`src/rtl/data_memory_arbiter.sv`:
```
// Single-bank data memory arbiter: CPU-priority access with DMA starvation relief and locked DMA bursts.
// Read data returns one cycle after the grant, aligned with the synchronous-read bank.
//
//  state    | meaning
//  ---------+--------------------------------------------------------------
//  ARB      | normal arbitration, CPU wins unless DMA has waited MAX_WAIT
//  BURST    | DMA owns the port for a locked burst, CPU always stalled
//  CPU_SLOT | one guaranteed CPU opportunity after a burst
module data_memory_arbiter #(
    parameter int ADDR_W    = 8,
    parameter int DATA_W    = 8,
    parameter int MAX_WAIT  = 4,
    parameter int MAX_BURST = 8
) (
    input  logic              clk,
    input  logic              reset,
    input  logic              cpu_req,
    input  logic              cpu_we,
    input  logic [ADDR_W-1:0] cpu_addr,
    input  logic [DATA_W-1:0] cpu_wdata,
    output logic              cpu_gnt,
    output logic              cpu_stall,
    output logic              cpu_rvalid,
    output logic [DATA_W-1:0] cpu_rdata,
    input  logic              dma_req,
    input  logic              dma_we,
    input  logic              dma_lock,
    input  logic [ADDR_W-1:0] dma_addr,
    input  logic [DATA_W-1:0] dma_wdata,
    output logic              dma_gnt,
    output logic              dma_rvalid,
    output logic [DATA_W-1:0] dma_rdata,
    output logic              mem_we,
    output logic [ADDR_W-1:0] mem_addr,
    output logic [DATA_W-1:0] mem_wdata,
    input  logic [DATA_W-1:0] mem_rdata
);

    localparam int SW = $clog2(MAX_WAIT + 1);
    localparam int BW = $clog2(MAX_BURST + 1);

    typedef enum logic [1:0] {
        ARB      = 2'd0,
        BURST    = 2'd1,
        CPU_SLOT = 2'd2
    } state_t;

    state_t            state_q, state_d;
    logic [SW-1:0]     starve_q, starve_d;
    logic [BW-1:0]     burst_q, burst_d;
    logic              cpu_rvalid_q, dma_rvalid_q;
    logic [DATA_W-1:0] cpu_rdata_q, dma_rdata_q;
    logic              starved;
    logic              burst_more;

    assign starved = (starve_q == SW'(MAX_WAIT));
    // burst_q counts grants already issued; the grant taken now is the last one when it reaches MAX_BURST-1
    assign burst_more = dma_req && dma_lock && (burst_q < BW'(MAX_BURST - 1));

    always_comb begin
        state_d = state_q;
        burst_d = burst_q;
        cpu_gnt = 1'b0;
        dma_gnt = 1'b0;
        unique case (state_q)
            ARB: begin
                if (dma_req && (!cpu_req || starved)) begin
                    dma_gnt = 1'b1;
                    if (dma_lock) begin
                        state_d = BURST;
                        burst_d = BW'(1);
                    end
                end else if (cpu_req) begin
                    cpu_gnt = 1'b1;
                end
            end
            BURST: begin
                dma_gnt = dma_req;
                if (burst_more) begin
                    burst_d = burst_q + BW'(1);
                end else begin
                    burst_d = '0;
                    state_d = cpu_req ? CPU_SLOT : ARB;
                end
            end
            CPU_SLOT: begin
                cpu_gnt = cpu_req;
                state_d = ARB;
            end
            default: begin
                state_d = ARB;
                burst_d = '0;
            end
        endcase
        if (!reset) begin
            cpu_gnt = 1'b0;
            dma_gnt = 1'b0;
        end
    end

    always_comb begin
        starve_d = '0;
        if (dma_req && !dma_gnt) begin
            starve_d = starved ? starve_q : starve_q + SW'(1);
        end
    end

    always_comb begin
        mem_we    = 1'b0;
        mem_addr  = '0;
        mem_wdata = '0;
        if (cpu_gnt) begin
            mem_we    = cpu_we;
            mem_addr  = cpu_addr;
            mem_wdata = cpu_wdata;
        end else if (dma_gnt) begin
            mem_we    = dma_we;
            mem_addr  = dma_addr;
            mem_wdata = dma_wdata;
        end
    end

    assign cpu_stall  = cpu_req && !cpu_gnt;
    // a read whose return cycle falls inside reset is dropped
    assign cpu_rvalid = cpu_rvalid_q && reset;
    assign dma_rvalid = dma_rvalid_q && reset;
    assign cpu_rdata  = cpu_rvalid ? mem_rdata : cpu_rdata_q;
    assign dma_rdata  = dma_rvalid ? mem_rdata : dma_rdata_q;

    always_ff @(posedge clk) begin
        if (!reset) begin
            state_q      <= ARB;
            starve_q     <= '0;
            burst_q      <= '0;
            cpu_rvalid_q <= 1'b0;
            dma_rvalid_q <= 1'b0;
            cpu_rdata_q  <= '0;
            dma_rdata_q  <= '0;
        end else begin
            state_q      <= state_d;
            starve_q     <= starve_d;
            burst_q      <= burst_d;
            cpu_rvalid_q <= cpu_gnt && !cpu_we;
            dma_rvalid_q <= dma_gnt && !dma_we;
            if (cpu_rvalid) cpu_rdata_q <= mem_rdata;
            if (dma_rvalid) dma_rdata_q <= mem_rdata;
        end
    end

endmodule

```
`config.mk`:
```
export PLATFORM = sky130hd
export DESIGN_NAME = data_memory_arbiter
export DESIGN_NICKNAME = d
export VERILOG_FILES = /design/src/rtl/data_memory_arbiter.sv
export SDC_FILE = /design/constraint.sdc
export NUM_CORES = 1
export LEC_CHECK = 0
export ABC_AREA = 1
export CAP_MARGIN = 10
export CORE_MARGIN = 2
export CORE_UTILIZATION = 41
export CTS_CLUSTER_SIZE = 20
export DETAILED_ROUTE_END_ITERATION = 8
export GPL_TIMING_DRIVEN = 1
export PLACE_DENSITY = 0.9
export SLEW_MARGIN = 20
export SYNTH_ARGS = -nofsm -noshare
export SYNTH_HDL_FRONTEND = slang
export SYNTH_SLANG_ARGS = --single-unit
```
`constraint.sdc`:
```
create_clock -name clk -period 2.3 [get_ports clk]
set_input_delay 0.46 -clock clk [delete_from_list [all_inputs] [get_ports clk]]
set_output_delay 0.46 -clock clk [all_outputs]
set_load 0.05 [all_outputs]
```
==> flow_metrics.py <==
metrics = {
    "status": {
        "status": "completed",
    },
    "global_route": {
        "antenna_found_initial": 0,
        "grt_pass1_vias": 2000,
        "grt_pass1_wl_mm": 9.62,
        "grt_max_degree": 19,
        "overflow": 0,
        "grt.total_usage_pct": 29.5,
    },
    "routing": {
        "finalWirelength_mm": 6.71,
        "viasPerCell": 5.28,
        "num_vias": 2032,
        "drtIter0Drc": 129,
        "drt-pass1-iter-count": 4,
        "drc": 0,
        "routedWlPerCell_um": 17.4,
        "final_antenna_net_count": 0,
    },
    "die": {
        "rows": 22,
        "start_util_pct": 42.2,
        "die_y_um": 64.9,
        "fp.dieW_um": 64.9,
        "core_sq_um": 3610,
        "die_area_sq_um": 4210,
        "io_pins": 85,
    },
    "power": {
        "ir_worst_vdd_mv": 0.469,
        "clkPwrFrac_pct": 19.4,
        "seqPwrFrac_pct": 34.7,
        "p_sw_w": 0.000534,
        "internal_power_w": 0.000918,
        "p_sw_share_pct": 36.8,
        "p_leak_nw": 1.38,
        "share_comb_of_total_power_pct": 45.9,
        "power_density_nw_per_um2": 471,
        "finalPower_w": 0.00145,
    },
    "sta": {
        "finalSetupViolCount": 0,
        "period_needed_ps": 2250,
        "slew_headroom_pct": 78.8,
        "maxSlewViolCount": 0,
        "setup_slack_ps": 47.0,
        "timing.hold.ws_ps": 476,
        "final-hold-violation-count": 0,
        "max_slew.worst_pin.slew_ps": 317,
        "skew_ps": 4.34,
        "max_freq_mhz": 444,
        "fin_crit_sh_pct": 98.0,
    },
    "final_layout": {
        "area.growth.synth_to_final_pct": 103,
        "antenna_cells": 0,
        "fin_util_pct": 85.5,
        "fill_cells": 173,
        "layout.nets": 388,
        "drive_gt1_share_pct": 30.0,
    },
    "critical_path": {
        "r2r-end": "burst_q[3]$_SDFFE_PN0P_",
        "cp.arrival_ps": 1790,
        "startpoint_type": "flip-flop",
        "worst_r2r_path_depth": 10,
        "crit_end": "mem_addr[1]",
        "worstSetupPathType": "reg -> out",
        "r2r_start": "starve_q[0]$_SDFFE_PN0N_",
        "cp-end-kind": "output port",
        "cp-startpoint": "starve_q[1]$_SDFFE_PN0N_",
        "r2r_slack_ps": 800,
        "crit_required_ps": 1840,
        "cp_max_fo": 5,
    },
    "placed_design": {
        "dp_slack_ps": -145,
        "dp_hpwl_mm": 4.27,
        "portBuffers": 84,
        "gp_congestion": 0.819,
    },
    "clock_network": {
        "clock_sinks": 27,
        "clock_latency_ps": 280,
        "cts_root_buf": "clkbuf_8",
        "cts_tree": "yes",
        "htree_levels": 1,
        "clk_pin_slew_worst_paths_ps": 100,
        "clock_path_buffers": 2,
        "cts_hold_buf": 0,
        "numCtsBuffers": 3,
    },
    "synthesis": {
        "yosysMostFrequentCell": "nand2_1",
        "yosysUniqueCellTypes": 24,
        "async_flop_share_pct": 0,
        "syn_area_per_cell_sq_um": 6.73,
        "syn_inst": 226,
        "synth_area_leader_cell": "dfxtp_1",
        "synth_fp_nets": 276,
        "ys_seq_area_share_pct": 35.5,
        "synth_edf_count": 0,
        "synthTopCellsByArea": "dfxtp_1 36%, nand2_1 17%, a211oi_1 7.9%",
        "ys_ff_latch": 27,
        "synthFlopType": "dfxtp_1",
        "synth_warnings": 0,
        "synthTopCellsByCount": "70 x nand2_1, 29 x inv_1, 27 x dfxtp_1, 27 x nor2_1, 22 x a21oi_1",
        "synth_top_cell_area_share_pct": 35.5,
        "syn-cell-area_sq_um": 1520,
    },
    "job": {
        "drv_cap": 0,
    },
    "worst_hold_path": {
        "hold_class": "reg -> reg",
        "min_from": "cpu_rdata_q[0]$_SDFF_PN0_",
    },
}
[layer usage]
layer  part of all wire [%]  GRT usage, %
met2                     51          54.8
met3                    6.2          7.81
met5                      0             0
met1                     38          32.0
met4                    4.8          9.84
[worst min-delay path by stage]
stage | cells after the start | to
finish | 2 | cpu_rdata_q[0]$_SDFF_PN0_
detailed placement | 2 | dma_rdata_q[7]$_SDFF_PN0_
global route | 2 | cpu_rdata_q[6]$_SDFF_PN0_
floorplan | 2 | cpu_rdata_q[0]$_SDFF_PN0_
global placement | 2 | dma_rdata_q[0]$_SDFF_PN0_
CTS | 2 | dma_rdata_q[7]$_SDFF_PN0_
[power groups by stage]
stage | clock, W | sequential [W] | combinational (W)
5_1_grt | 0.000297 | 0.000506 | 0.000692
3_5_place_dp | 0 | 0.000512 | 0.000617
4_1_cts | 0.000277 | 0.000502 | 0.000635
6_report | 0.000281 | 0.000504 | 0.000667
2_1_floorplan | 0 | 0.000509 | 0.000293
3_3_place_gp | 0 | 0.000511 | 0.000604
[worst max-delay path, cell delays in order, from the launching register on]
cell     delay (ps)
dfxtp_2         350
inv_1            50
ha_2            200
nand2_4          80
nand2_2          70
nand2_4          90
nand2_8          90
nor2_4          180
nand2_1         110
nand2_1         150
buf_12          160
[timing repair]
item                                    CTS  global route
pin swaps                                 3             5
gates cloned                              3             1
gates resized for setup                   5            24
endpoints found under the setup margin   35            19
setup buffers                             0             4
[flip-flops by register name, indices dropped and copies added (netlist names)]
register      count
dma_rdata_q       8
starve_q          3
state_q           2
cpu_rvalid_q      1
dma_rvalid_q      1
cpu_rdata_q       8
burst_q           4
[per-stage QoR]
| step | std cells | TNS (ps) | cell area [sq um] |
|---|---|---|---|
| final | 385 | 0 | 3080 |
| after global routing | 385 | -106 | 3080 |
| after CTS | 380 | 0 | 2980 |
| after detailed placement | 373 | -3190 | 2890 |
| after global placement | 373 | -1840 | 2890 |
| after floorplan | 226 | 0 | 1520 |
[cells by family after synthesis]
| kind of cell | Yosys count | share of synthesized area, % |
|---|---|---|
| flip-flops | 27 | 35.5 |
| buffers and inverters | 38 | 12.1 |
| AO/OA/AOI/OAI | 38 | 15.1 |
| AND/OR/NAND/NOR | 117 | 33.1 |
| XOR/XNOR | 3 | 1.73 |
| adder cells (fa/ha/maj) | 3 | 2.47 |
[area by class of cell]
type	instances	area, sq um	area share, %
clock buffer	3	41.3	1.34
clock inverter	1	7.51	0.244
inverter	32	130	4.22
multi-input combinational	164	890	28.9
sequential	27	543	17.6
tap	48	60.1	1.95
timing repair buffer	109	1400	45.6
timing repair inverter	1	6.26	0.203
[cell usage in the layout (no fill, tap or decap), drive strengths merged]
master / n
xor2: 2
dlygate4sd2: 1
dfxtp: 27
clkdlybuf4s50: 43
nand3: 7
buf: 63
inv: 32
a21oi: 22
clkbuf: 3
ha: 3
dlymetal6s2s: 2
nor3: 2
nor2: 31
nand3b: 1
nand2: 78
clkinv: 1
xnor2: 1
or2: 1
clkinvlp: 1
a211oi: 16
(Power assumes the default switching activity.)
